`config.mk`:
```
export PLATFORM = sky130hd
export DESIGN_NAME = tlc_phase_timer
export DESIGN_NICKNAME = d
export VERILOG_FILES = /design/src/rtl/tlc_phase_timer.sv
export SDC_FILE = /design/constraint.sdc
export NUM_CORES = 1
export LEC_CHECK = 0
export CORE_UTILIZATION = 44
export CTS_CLUSTER_DIAMETER = 120
export DETAILED_ROUTE_END_ITERATION = 10
export GPL_ROUTABILITY_DRIVEN = 0
export PLACE_DENSITY_LB_ADDON = 0.1
export SYNTH_ARGS = -nofsm -noshare
export SYNTH_HDL_FRONTEND = slang
export SYNTH_SLANG_ARGS = --single-unit
export TNS_END_PERCENT = 1
```
`constraint.sdc`:
```
create_clock -name i_clock -period 2.8 [get_ports i_clock]
set_input_delay 0.28 -clock i_clock [delete_from_list [all_inputs] [get_ports i_clock]]
set_output_delay 0.28 -clock i_clock [all_outputs]
set_load 0.05 [all_outputs]
```
`src/rtl/tlc_phase_timer.sv`:
```
// tlc_phase_timer
//   Produces the phase-timing pulses for the traffic-light controller. It
//   follows the lamp outputs to know which phase is running and which approach
//   holds the right of way. Green is demand-actuated: a minimum green, gap-out
//   when the active queue empties or a rival queue fills, and a hard maximum.
//   The yellow interval is timed here. Illegal lamp patterns and a controller
//   that stops answering drive the block into a sticky fault.
// Ports
//   i_clock, i_reset_b          clock (rising edge), async active-low reset
//   i_green/i_yellow/i_red[4]   lamp states, index W=0 S=1 E=2 N=3
//   i_{w,s,e,n}_sensor[2]       queue level per approach, 0..3
//   o_g2y_timer                 one-cycle pulse: end the current green
//   o_y2r_timer                 one-cycle pulse: end the current yellow
//   o_phase[3]                  0 WAIT_GREEN 1 GREEN 2 G2Y_WAIT 3 YELLOW 4 RED_WAIT 5 FAULT
//   o_active_dir[2]             approach holding green or yellow
//   o_fault                     sticky fault flag

// Per-approach lamp check: exactly one of red/yellow/green must be lit.
module tlc_lamp_check (
    input  logic red,
    input  logic yellow,
    input  logic green,
    output logic illegal,
    output logic lit
);
    // Odd parity with "not all three" means exactly one lamp is on.
    assign illegal = !((red ^ yellow ^ green) && !(red && yellow && green));
    assign lit     = !red;
endmodule

module tlc_phase_timer #(
    parameter int GREEN_MIN   = 8,
    parameter int GREEN_MAX   = 32,
    parameter int YELLOW_TIME = 4,
    parameter int ACK_TIMEOUT = 8,
    parameter int CNT_W       = 8
) (
    input  logic       i_clock,
    input  logic       i_reset_b,
    input  logic [3:0] i_green,
    input  logic [3:0] i_yellow,
    input  logic [3:0] i_red,
    input  logic [1:0] i_w_sensor,
    input  logic [1:0] i_s_sensor,
    input  logic [1:0] i_e_sensor,
    input  logic [1:0] i_n_sensor,
    output logic       o_g2y_timer,
    output logic       o_y2r_timer,
    output logic [2:0] o_phase,
    output logic [1:0] o_active_dir,
    output logic       o_fault
);
    localparam int NUM_DIRS = 4;

    localparam logic [CNT_W-1:0] GMIN_M1 = CNT_W'(GREEN_MIN - 1);
    localparam logic [CNT_W-1:0] GMAX_M1 = CNT_W'(GREEN_MAX - 1);
    localparam logic [CNT_W-1:0] YEL_M1  = CNT_W'(YELLOW_TIME - 1);
    localparam logic [CNT_W-1:0] ACK_M1  = CNT_W'(ACK_TIMEOUT - 1);

    typedef enum logic [2:0] {
        WAIT_GREEN = 3'd0,
        GREEN      = 3'd1,
        G2Y_WAIT   = 3'd2,
        YELLOW     = 3'd3,
        RED_WAIT   = 3'd4,
        FAULT      = 3'd5
    } phase_t;

    logic [NUM_DIRS-1:0]      green_q, yellow_q, red_q;
    logic [NUM_DIRS-1:0][1:0] sens_q;
    logic [NUM_DIRS-1:0]      illegal, lit;

    phase_t           state, state_n;
    logic [CNT_W-1:0] cnt, cnt_n, cnt_inc;
    logic [1:0]       dir, dir_n, green_idx;
    logic             g2y_n, y2r_n;
    logic             lamp_bad, one_green, gap;

    // Input registers. The lamp copy resets to all-red so the legality check
    // sees a valid pattern before the first real sample arrives.
    always_ff @(posedge i_clock or negedge i_reset_b) begin
        if (!i_reset_b) begin
            green_q  <= '0;
            yellow_q <= '0;
            red_q    <= '1;
            sens_q   <= '0;
        end else begin
            green_q  <= i_green;
            yellow_q <= i_yellow;
            red_q    <= i_red;
            sens_q   <= {i_n_sensor, i_e_sensor, i_s_sensor, i_w_sensor};
        end
    end

    for (genvar i = 0; i < NUM_DIRS; i++) begin : g_lamp
        tlc_lamp_check u_chk (
            .red    (red_q[i]),
            .yellow (yellow_q[i]),
            .green  (green_q[i]),
            .illegal(illegal[i]),
            .lit    (lit[i])
        );
    end

    // More than one non-red approach is caught by the clear-lowest-bit test.
    assign lamp_bad  = (|illegal) || ((lit & (lit - 4'd1)) != 4'd0);
    assign one_green = (green_q != 4'd0) && ((green_q & (green_q - 4'd1)) == 4'd0);
    assign cnt_inc   = (cnt == '1) ? cnt : cnt + 1'b1;

    always_comb begin
        green_idx = 2'd0;
        for (int i = 0; i < NUM_DIRS; i++)
            if (green_q[i]) green_idx = 2'(i);
    end

    // Gap-out demand: active queue empty, or any rival queue full.
    always_comb begin
        gap = (sens_q[dir] == 2'd0);
        for (int i = 0; i < NUM_DIRS; i++)
            if (2'(i) != dir && sens_q[i] == 2'd3) gap = 1'b1;
    end

    always_comb begin
        state_n = state;
        cnt_n   = cnt;
        dir_n   = dir;
        g2y_n   = 1'b0;
        y2r_n   = 1'b0;
        case (state)
            WAIT_GREEN: begin
                if (one_green && yellow_q == 4'd0) begin
                    dir_n   = green_idx;
                    cnt_n   = '0;
                    state_n = GREEN;
                end
            end
            GREEN: begin
                if (cnt == GMAX_M1 || (cnt >= GMIN_M1 && gap)) begin
                    g2y_n   = 1'b1;
                    cnt_n   = '0;
                    state_n = G2Y_WAIT;
                end else begin
                    cnt_n = cnt_inc;
                end
            end
            G2Y_WAIT: begin
                // A late answer in the last allowed cycle still counts.
                if (yellow_q[dir]) begin
                    cnt_n   = '0;
                    state_n = YELLOW;
                end else if (cnt == ACK_M1) begin
                    state_n = FAULT;
                end else begin
                    cnt_n = cnt_inc;
                end
            end
            YELLOW: begin
                if (cnt == YEL_M1) begin
                    y2r_n   = 1'b1;
                    cnt_n   = '0;
                    state_n = RED_WAIT;
                end else begin
                    cnt_n = cnt_inc;
                end
            end
            RED_WAIT: begin
                if (one_green) begin
                    dir_n   = green_idx;
                    cnt_n   = '0;
                    state_n = GREEN;
                end else if (cnt == ACK_M1) begin
                    state_n = FAULT;
                end else begin
                    cnt_n = cnt_inc;
                end
            end
            FAULT:   state_n = FAULT;
            default: state_n = FAULT;
        endcase
        // Bad lamps override whatever the phase logic decided this cycle.
        if (state != FAULT && lamp_bad) begin
            state_n = FAULT;
            cnt_n   = cnt;
            dir_n   = dir;
            g2y_n   = 1'b0;
            y2r_n   = 1'b0;
        end
    end

    always_ff @(posedge i_clock or negedge i_reset_b) begin
        if (!i_reset_b) begin
            state       <= WAIT_GREEN;
            cnt         <= '0;
            dir         <= 2'd0;
            o_g2y_timer <= 1'b0;
            o_y2r_timer <= 1'b0;
            o_fault     <= 1'b0;
        end else begin
            state       <= state_n;
            cnt         <= cnt_n;
            dir         <= dir_n;
            o_g2y_timer <= g2y_n;
            o_y2r_timer <= y2r_n;
            o_fault     <= (state_n == FAULT);
        end
    end

    assign o_phase      = state;
    assign o_active_dir = dir;
endmodule

```
==> out/qor.yml, run 1 <==
status:
  status: "complete, no violations"
sta:
  finalMaxSlewViolations: 0
  post-route-min-period_ns: 2.49
  final-hold-violation-count: 0
  setup_repair_after_global_routing_missed_its_margin: "false"
  period_share: 0.891
  hold_ws_ns: 0.400
  skew_ns: 0.00480
  timing.final.setup_violations: 0
  setup_total_negative_slack_ns: 0
  slew_headroom: 0.656
  worst_pin_slew_ns: 0.517
  maxClockFrequency_ghz: 0.401
clock_network:
  tritoncts.num_buffers: 5
  postCtsResizedCells: 0
  clock_tree.htree_level_count: 2
  cts.path.max_buffers: 2
  tritoncts: "built"
  path_clk_slew_ns: 0.08
  cts_hold_repair.buffers: 0
  cts_setup_buffers: 0
  clkSinkCount: 36
  clock_insertion_delay_at_the_later_pin_of_the_skew_report_ns: 0.28
  clock-root-buffer: "sky130_fd_sc_hd__clkbuf_8"
floorplan:
  dieArea_um2: 4650
  row_count: 23
  die_x_um: 68.2
  core_area_um2: 4090
  die_height_um: 68.2
  start_util: 0.471
  pin_count: 30
final_layout:
  multi_input_area_um2: 950
  final_design_utilization: 0.588
  area_growth_syn_to_layout_pct: 24.9
  layout-drive-gt1-share: 0.132
  number_of_fill_cells_in_the_layout: 332
  finalNetCount: 245
  sequential_cell_area_um2: 906
  antenna-diode-count: 0
setup_path:
  cp_slowest_cell: "sky130_fd_sc_hd__dfstp_2"
  critical_path.cell_chain: "ha_1 -> nor3b_1 -> o2111ai_1 -> nor4_4 -> nand2_1 -> or4b_4 -> and2_1"
  timing.reg2reg.setup_slack_ns: 0.31
  first_element_of_the_critical_path: "red_q[2]"
  critical_path_required_ns: 2.98
  crit_type: "reg2reg"
  timing.critical_path.slowest_cell_delay_ns: 0.57
  critical_path.max_fanout: 6
  cp.arrival_ns: 2.67
  critPathCaptureType: "flip-flop"
  timing.critical_path.from_type: "flip-flop"
  worst_r2r_startpoint: "red_q[2]"
  cell_depth_of_the_worst_flop_to_flop_path: 7
global_route:
  global_route_wire_length_before_repair_mm: 6.83
  grt_pass1_vias: 1485
  grt-ovfl-total: 0
  groute.usage.overall: 0.203
  antenna_violations_before_repair: 0
  pin_count_of_the_biggest_net_entering_global_routing: 37
run:
  drv.max_cap_violation_count: 0
worst_hold_path:
  hold_path.class: "in2async"
routing:
  drt_pre_antenna_iters: 4
  vias: 1543
  routed_wire_length_per_instance_um: 14.9
  dr.first_iter.drc_count: 67
  drc: 0
  drt_wl_total_mm: 4.02
  route.antenna.remaining_nets: 0
  route.detailed.vias_per_inst: 5.74
place:
  place_hpwl_mm: 3.01
  portBuffers: 29
yosys:
  most_instantiated_flip_flop_cell_in_the_synthesis_netlist: "sky130_fd_sc_hd__dfrtp_1"
  synthCells: 187
  cell_area_after_synthesis_um2: 1930
  netlist-cell-type-count: 59
  syn_area_per_cell_um2: 10.3
  synth_sequential_area_ratio: 0.470
  ys_ff_latch: 36
  count_of_flip_flops_with_a_built_in_enable_after_synthesis: 0
  synthArstFlopShare: 1.00
  yosys_warnings: 0
  mappedNetlistNets: 214
power:
  vdd_ir_drop_max_v: 0.000404
  static-leakage-power_nw: 0.955
  pwr_density_cell_nw_per_um2: 526
-- registers in the layout, summed over array words and instances (netlist names), 2 cells and up --
name	count
cnt	8
green_q	4
o_active_dir	2
o_phase	3
red_q	4
sens_q	8
yellow_q	4
-- worst paths after layout --
path / end
worst max-delay path: o_fault
max in group asynchronous: red_q[1]
worst min register to register: cnt[1]
min in group i_clock: red_q[0]
worst min-delay path: o_phase[2]
worst max register to register: o_fault
-- cell usage after synthesis, types with 2 or more instances --
master | n | area, µm²
sky130_fd_sc_hd__buf_4 | 2 | 15.0
sky130_fd_sc_hd__nand2b_1 | 5 | 31.3
sky130_fd_sc_hd__ha_1 | 5 | 62.6
sky130_fd_sc_hd__a31oi_1 | 2 | 12.5
sky130_fd_sc_hd__nor2_1 | 16 | 60.1
sky130_fd_sc_hd__and4_1 | 2 | 17.5
sky130_fd_sc_hd__dfstp_2 | 4 | 105
sky130_fd_sc_hd__a311oi_1 | 2 | 17.5
sky130_fd_sc_hd__o211ai_1 | 2 | 15.0
sky130_fd_sc_hd__nor3_1 | 7 | 35.0
sky130_fd_sc_hd__a21oi_1 | 14 | 70.1
sky130_fd_sc_hd__nand2_1 | 19 | 71.3
sky130_fd_sc_hd__or4b_1 | 2 | 20.0
sky130_fd_sc_hd__nor4_1 | 3 | 18.8
sky130_fd_sc_hd__o2111ai_1 | 2 | 17.5
sky130_fd_sc_hd__o21ai_0 | 4 | 20.0
sky130_fd_sc_hd__or4b_4 | 2 | 27.5
sky130_fd_sc_hd__and2_1 | 2 | 12.5
sky130_fd_sc_hd__nand3_1 | 7 | 35.0
sky130_fd_sc_hd__buf_2 | 2 | 10.0
sky130_fd_sc_hd__o22ai_1 | 2 | 12.5
sky130_fd_sc_hd__inv_1 | 6 | 22.5
sky130_fd_sc_hd__a21o_1 | 2 | 15.0
sky130_fd_sc_hd__xnor2_1 | 2 | 17.5
sky130_fd_sc_hd__dfrtp_1 | 32 | 801
sky130_fd_sc_hd__nor2b_1 | 6 | 37.5
-- worst max-delay path: cells and delay by family (launching register included) --
kind	cells	cell delay (ns)
and+or+nand+nor	5	1.35
adders and majority gates	1	0.26
DFF	1	0.57
AOI/OAI and AO/OA	1	0.21
-- metal layers --
metal | GRT usage | wire [µm] | vias up
li1 | - | - | 760
met2 | 0.336 | 1950 | 39
met1 | 0.256 | 1830 | 738
met3 | 0.0550 | 194 | 6
met4 | 0.0599 | 45 | 0
met5 | 0 | 0 | -
-- cells by family after synthesis --
logic type	Yosys count	synth area share
AOI/OAI and AO/OA	49	0.199
xor gates and xnor gates	2	0.00910
adders and majority gates	5	0.0325
buffers and inverters	13	0.0364
DFF	36	0.470
muxes	2	0.0175
and+or+nand+nor	80	0.235
-- placed cells by master (no fill, tap or decap), types with 4 or more instances in the layout --
cell type                          n
sky130_fd_sc_hd__a21oi_1          14
sky130_fd_sc_hd__clkbuf_8          5
sky130_fd_sc_hd__clkdlybuf4s50_1  29
sky130_fd_sc_hd__dfrtp_1          32
sky130_fd_sc_hd__dfstp_2           4
sky130_fd_sc_hd__ha_1              5
sky130_fd_sc_hd__inv_1             6
sky130_fd_sc_hd__nand2_1          19
sky130_fd_sc_hd__nand2b_1          5
sky130_fd_sc_hd__nand3_1           7
sky130_fd_sc_hd__nor2_1           16
sky130_fd_sc_hd__nor2b_1           6
sky130_fd_sc_hd__nor3_1            7
sky130_fd_sc_hd__o21ai_0           4
-- layout make-up --
| class | instances | share of cell area |
|---|---|---|
| well taps | 50 | 0.0260 |
| repair buffers | 31 | 0.127 |
| inverters | 6 | 0.00937 |
| clock buffers | 5 | 0.0286 |
| multi-input cells | 138 | 0.395 |
| clock inverters | 3 | 0.0375 |
| flip-flops and latches | 36 | 0.377 |
-- where the power goes --
group          total [mW]  internal, mW  switching [mW]
clock network       0.634         0.446           0.188
logic              0.0789        0.0451          0.0338
registers           0.553         0.537          0.0158
total                1.27          1.03           0.238
-- metrics by stage --
step	setup WS [ns]	total power, mW	cells	instance area [µm²]
finish	0.306	1.27	269	2400
global route	0.149	1.32	269	2400
CTS	0.307	1.28	269	2400
detailed placement	0.322	0.641	261	2250
global placement	0.439	0.637	261	2250
floorplan	0.414	0.590	187	1930
Note: power is estimated with default switching activity, not from simulation.
==> inputs of run 2 (changes only) <==
--- a/config.mk
+++ b/config.mk
@@ -5,11 +5,12 @@
 export SDC_FILE = /design/constraint.sdc
 export NUM_CORES = 1
 export LEC_CHECK = 0
-export CORE_UTILIZATION = 44
+export CORE_UTILIZATION = 53
 export CTS_CLUSTER_DIAMETER = 120
 export DETAILED_ROUTE_END_ITERATION = 10
 export GPL_ROUTABILITY_DRIVEN = 0
 export PLACE_DENSITY_LB_ADDON = 0.1
+export SETUP_SLACK_MARGIN = 0.5
 export SYNTH_ARGS = -nofsm -noshare
 export SYNTH_HDL_FRONTEND = slang
 export SYNTH_SLANG_ARGS = --single-unit
==> out/qor.yml, run 2 (synthesized netlist as in run 1, its figures left out) <==
routing:
  dr.first_iter.drc_count: 96
  drc: 0
  route.detailed.vias_per_inst: 6.00
  drt_wl_total_mm: 4.38
  drt_pre_antenna_iters: 4
  routed_wire_length_per_instance_um: 16.0
  vias: 1639
  route.antenna.remaining_nets: 0
worst_hold_path:
  hold_path.class: "in2async"
sta:
  slew_headroom: 0.553
  maxClockFrequency_ghz: 0.449
  post-route-min-period_ns: 2.23
  skew_ns: 0.00578
  setup_repair_after_global_routing_missed_its_margin: "true"
  period_share: 0.795
  finalMaxSlewViolations: 0
  setup_total_negative_slack_ns: 0
  timing.final.setup_violations: 0
  final-hold-violation-count: 0
  worst_pin_slew_ns: 0.668
floorplan:
  dieArea_um2: 3880
  die_x_um: 62.3
  start_util: 0.564
  pin_count: 30
  die_height_um: 62.3
  row_count: 21
  core_area_um2: 3420
clock_network:
  path_clk_slew_ns: 0.10
  tritoncts.num_buffers: 5
  clock_insertion_delay_at_the_later_pin_of_the_skew_report_ns: 0.34
  tritoncts: "built"
  clock_tree.htree_level_count: 2
  cts.path.max_buffers: 2
  clock-root-buffer: "sky130_fd_sc_hd__clkbuf_4"
  clkSinkCount: 36
setup_path:
  cp_slowest_cell: "sky130_fd_sc_hd__dfstp_2"
  worst_path_dominant_cell_family: "compound AO/OA/AOI/OAI gates"
  cp.arrival_ns: 2.46
  critical_path.cell_chain: "ha_4 -> a22oi_2 -> o2111ai_2 -> nor4_4 -> nand2_1 -> a21o_1 -> a221o_1"
  critical_path.max_fanout: 8
  timing.critical_path.slowest_cell_delay_ns: 0.57
  timing.critical_path.from_type: "flip-flop"
  timing.reg2reg.setup_slack_ns: 0.57
  critPathCaptureType: "flip-flop"
  critical_path_required_ns: 3.04
  crit_type: "reg2reg"
  r2r_end: "cnt[5]"
  critPathBufInv: 0
  worst_r2r_startpoint: "red_q[3]"
  cell_depth_of_the_worst_flop_to_flop_path: 7
global_route:
  global_route_wire_length_before_repair_mm: 7.33
  grt.met1_usage: 0.291
  grt-ovfl-total: 0
  gr_util_met3: 0.0643
  antenna_violations_before_repair: 0
  grt_pass1_vias: 1588
  grtUsageMet2: 0.424
  gr-max-usage-layer: "met2"
  groute.usage.overall: 0.248
  pin_count_of_the_biggest_net_entering_global_routing: 24
final_layout:
  area_growth_syn_to_layout_pct: 30.3
  finalNonFillerCells: 273
  layout_commonest_cell: "sky130_fd_sc_hd__clkdlybuf4s50_1"
  finalNetCount: 253
  layout-drive-gt1-share: 0.242
  number_of_fill_cells_in_the_layout: 247
  largestRegisters: "cnt x8, sens_q x8"
  most-common-layout-cells: "sky130_fd_sc_hd__clkdlybuf4s50_1, sky130_fd_sc_hd__dfrtp_1, sky130_fd_sc_hd__nand2_1"
  antenna-diode-count: 0
power:
  static-leakage-power_nw: 0.964
  total_switching_power_uw: 225
  clockPowerShare: 0.323
  vdd_ir_drop_max_v: 0.000296
  pwr_density_cell_nw_per_um2: 386
  share_seq_of_total_power: 0.573
  cellInternalPower_uw: 745
  power_switching_share: 0.232
  comb_power_share: 0.104
place:
  post-place-cells: 256
  place_hpwl_mm: 3.05
  portBuffers: 29
run:
  drv.max_cap_violation_count: 0
status:
  status: "complete, no violations"
==> run 2: what timing repair did <==
action,4_1_cts,5_1_grt
gates resized for setup,9,12
cloned,0,0
setup endpoints to repair,8,9
setup buffers,5,4
endpoints found under the hold margin,0,0
hold buffers,0,0
pin swaps,7,7
==> run 2: how the worst max path moves through the flow <==
stage | start | end | slack (ns) | cells after the start
2_1_floorplan | o_active_dir[0] | cnt[0] | 0.53 | 7
3_3_place_gp | red_q[2] | o_fault | 0.44 | 7
3_5_place_dp | red_q[2] | cnt[5] | 0.37 | 8
4_1_cts | red_q[3] | cnt[5] | 0.51 | 9
5_1_grt | red_q[2] | cnt[4] | 0.48 | 10
6_report | red_q[3] | cnt[5] | 0.57 | 7
==> run 2: final cells by class <==
class	instances	area [µm²]	share of cell area
Tap cell	46	57.6	0.0229
Sequential cell	36	912	0.364
Multi-Input combinational cell	138	1060	0.421
Inverter	6	22.5	0.00898
Timing Repair Buffer	39	390	0.156
Clock buffer	8	68.8	0.0274
==> run 2: stage by stage <==
stage          setup WS [ns]  utilization  hold WS (ns)  total power, mW  area [µm²]
6_report               0.575        0.734         0.335            0.970        2510
5_1_grt                0.483        0.734         0.334             1.01        2510
3_5_place_dp           0.365        0.658         0.585            0.644        2250
2_1_floorplan          0.527            -       -0.0156            0.590        1930
4_1_cts                0.506        0.712         0.335            0.976        2430
3_3_place_gp           0.437        0.658         0.552            0.639        2250
==> run 2: power groups by stage <==
stage	clock network (mW)	registers, mW	logic (mW)
5_1_grt	0.344	0.557	0.111
6_report	0.313	0.555	0.101
3_3_place_gp	0	0.560	0.0781
2_1_floorplan	0	0.557	0.0326
4_1_cts	0.324	0.554	0.0975
3_5_place_dp	0	0.562	0.0820
==> run 2: layer usage <==
metal	share of wire	up-vias
met5	0	-
met4	0.039	0
met3	0.056	16
met2	0.50	61
met1	0.41	785
li1	-	777
==> inputs of run 3 (changes only) <==
==> constraint.sdc (replaced) <==
create_clock -name i_clock -period 2.19 [get_ports i_clock]
set_input_delay 0.219 -clock i_clock [delete_from_list [all_inputs] [get_ports i_clock]]
set_output_delay 0.219 -clock i_clock [all_outputs]
set_load 0.05 [all_outputs]
==> out/qor.yml, run 3 (synthesized netlist as in run 1, its figures left out) <==
routing:
  route.detailed.vias_per_inst: 6.13
  route.antenna.remaining_nets: 0
  drt_wl_total_mm: 5.39
  dr.first_iter.drc_count: 160
  drt_pre_antenna_iters: 4
  vias: 1785
  drc: 0
  routed_wire_length_per_instance_um: 18.5
sta:
  slew_headroom: 0.645
  post-route-min-period_ns: 2.26
  maxClockFrequency_ghz: 0.443
  period_share: 1.03
  setup_repair_after_global_routing_missed_its_margin: "true"
  final-hold-violation-count: 0
  timing.final.ws_setup_ns: -0.0671
  timing.final.setup_violations: 5
  skew_ns: 0.0122
  worst_pin_slew_ns: 0.528
  finalMaxSlewViolations: 0
floorplan:
  pin_count: 30
  row_count: 21
  die_height_um: 62.3
  start_util: 0.564
  core_area_um2: 3420
  dieArea_um2: 3880
  die_x_um: 62.3
setup_path:
  timing.critical_path.slowest_cell_delay_ns: 0.48
  critical_path.cell_chain: "or3_4 -> nor3_1 -> nand3_1 -> nand2_1 -> a21oi_4 -> buf_6 -> and3_4 -> a221o_1"
  critical_path.max_fanout: 6
  critPathCaptureType: "flip-flop"
  first_element_of_the_critical_path: "cnt[6]"
  cp.arrival_ns: 2.51
  crit_type: "reg2reg"
  timing.critical_path.from_type: "flip-flop"
  worst_r2r_startpoint: "cnt[6]"
  critical_path_required_ns: 2.44
  cp_slowest_cell: "sky130_fd_sc_hd__dfrtp_1"
clock_network:
  path_clk_slew_ns: 0.12
  clkSinkCount: 36
  clock-root-buffer: "sky130_fd_sc_hd__clkbuf_4"
  tritoncts.num_buffers: 5
  tritoncts: "built"
  cts_hold_repair.buffers: 0
  clock_tree.htree_level_count: 2
  cts.path.max_buffers: 2
  clock_insertion_delay_at_the_later_pin_of_the_skew_report_ns: 0.36
global_route:
  groute.usage.overall: 0.272
  antenna_violations_before_repair: 0
  pin_count_of_the_biggest_net_entering_global_routing: 37
  grt-ovfl-total: 0
  global_route_wire_length_before_repair_mm: 8.14
  grt_pass1_vias: 1756
final_layout:
  layout_commonest_cell: "sky130_fd_sc_hd__dfrtp_1"
  largestRegisters: "cnt x8, sens_q x8"
  sequential_cell_area_um2: 913
  antenna-diode-count: 0
  finalNetCount: 271
  most-common-layout-cells: "sky130_fd_sc_hd__dfrtp_1, sky130_fd_sc_hd__clkdlybuf4s50_1, sky130_fd_sc_hd__buf_4"
  final_design_utilization: 0.796
  finalNonFillerCells: 291
  multi_input_area_um2: 1130
  layout-drive-gt1-share: 0.359
  number_of_fill_cells_in_the_layout: 208
  area_growth_syn_to_layout_pct: 41.1
status:
  status: "complete, but fails checks"
  violations: "setup timing"
place:
  place_hpwl_mm: 3.13
  post-place-cells: 275
  portBuffers: 29
power:
  static-leakage-power_nw: 1.10
  pwr_density_cell_nw_per_um2: 487
  vdd_ir_drop_max_v: 0.000405
worst_hold_path:
  hold_path.class: "in2async"
run:
  drv.max_cap_violation_count: 0
run 3: layout make-up:
cell class	count	share of cell area
sequential	36	0.336
clock buffer	5	0.0138
timing repair buffer	57	0.187
inverter	6	0.00829
multi-input combinational	138	0.418
clock inverter	3	0.0157
tap	46	0.0212
run 3: per-stage QoR:
step | hold WS, ns | total power [mW] | setup TNS (ns) | instance area [µm²] | setup WS [ns]
2_1_floorplan | -0.0766 | 0.754 | -0.0727 | 1930 | -0.0727
3_3_place_gp | 0.545 | 0.818 | -0.0514 | 2380 | -0.0301
3_5_place_dp | 0.540 | 0.822 | -0.718 | 2380 | -0.121
4_1_cts | 0.265 | 1.30 | -0.286 | 2570 | -0.0718
5_1_grt | 0.255 | 1.37 | -0.726 | 2720 | -0.112
6_report | 0.266 | 1.32 | -0.182 | 2720 | -0.0671
run 3: where the power goes:
group	internal (mW)	total (mW)	switching [mW]
combinational	0.0782	0.135	0.0568
sequential	0.687	0.710	0.0228
clock	0.238	0.478	0.241
total	1.00	1.32	0.320
run 3: metal layers:
metal,vias up,routed length [µm],global-route usage
met1,871,2200,0.337
li1,807,-,-
met5,-,0,0
met3,17,356,0.0680
met2,90,2650,0.445
met4,0,177,0.131
run 3: path summary, 6_finish.rpt:
check / endpoint / slack (ns) / cells past startpoint
max: cnt[5] / -0.07 / 8
min: yellow_q[3] / 0.27 / 2
max reg2reg: cnt[5] / -0.07 / 8
min reg2reg: cnt[1] / 0.54 / 2
max in group asynchronous: o_phase[1] / 1.57 / 2
min in group i_clock: red_q[1] / 0.27 / 1
run 3: repair_timing:
item / in CTS / in global routing
gates resized for setup: 32 / 23
buffers inserted: 2 / 6
endpoints found under the setup margin: 24 / 19
pin swaps: 18 / 12
run 3: worst max-delay path, delay by kind of cell, from the launching register on:
kind / cells / cell delay (ns)
simple gates: 5 / 1.21
buf+inv: 1 / 0.12
flops: 1 / 0.48
compound gates: 2 / 0.34
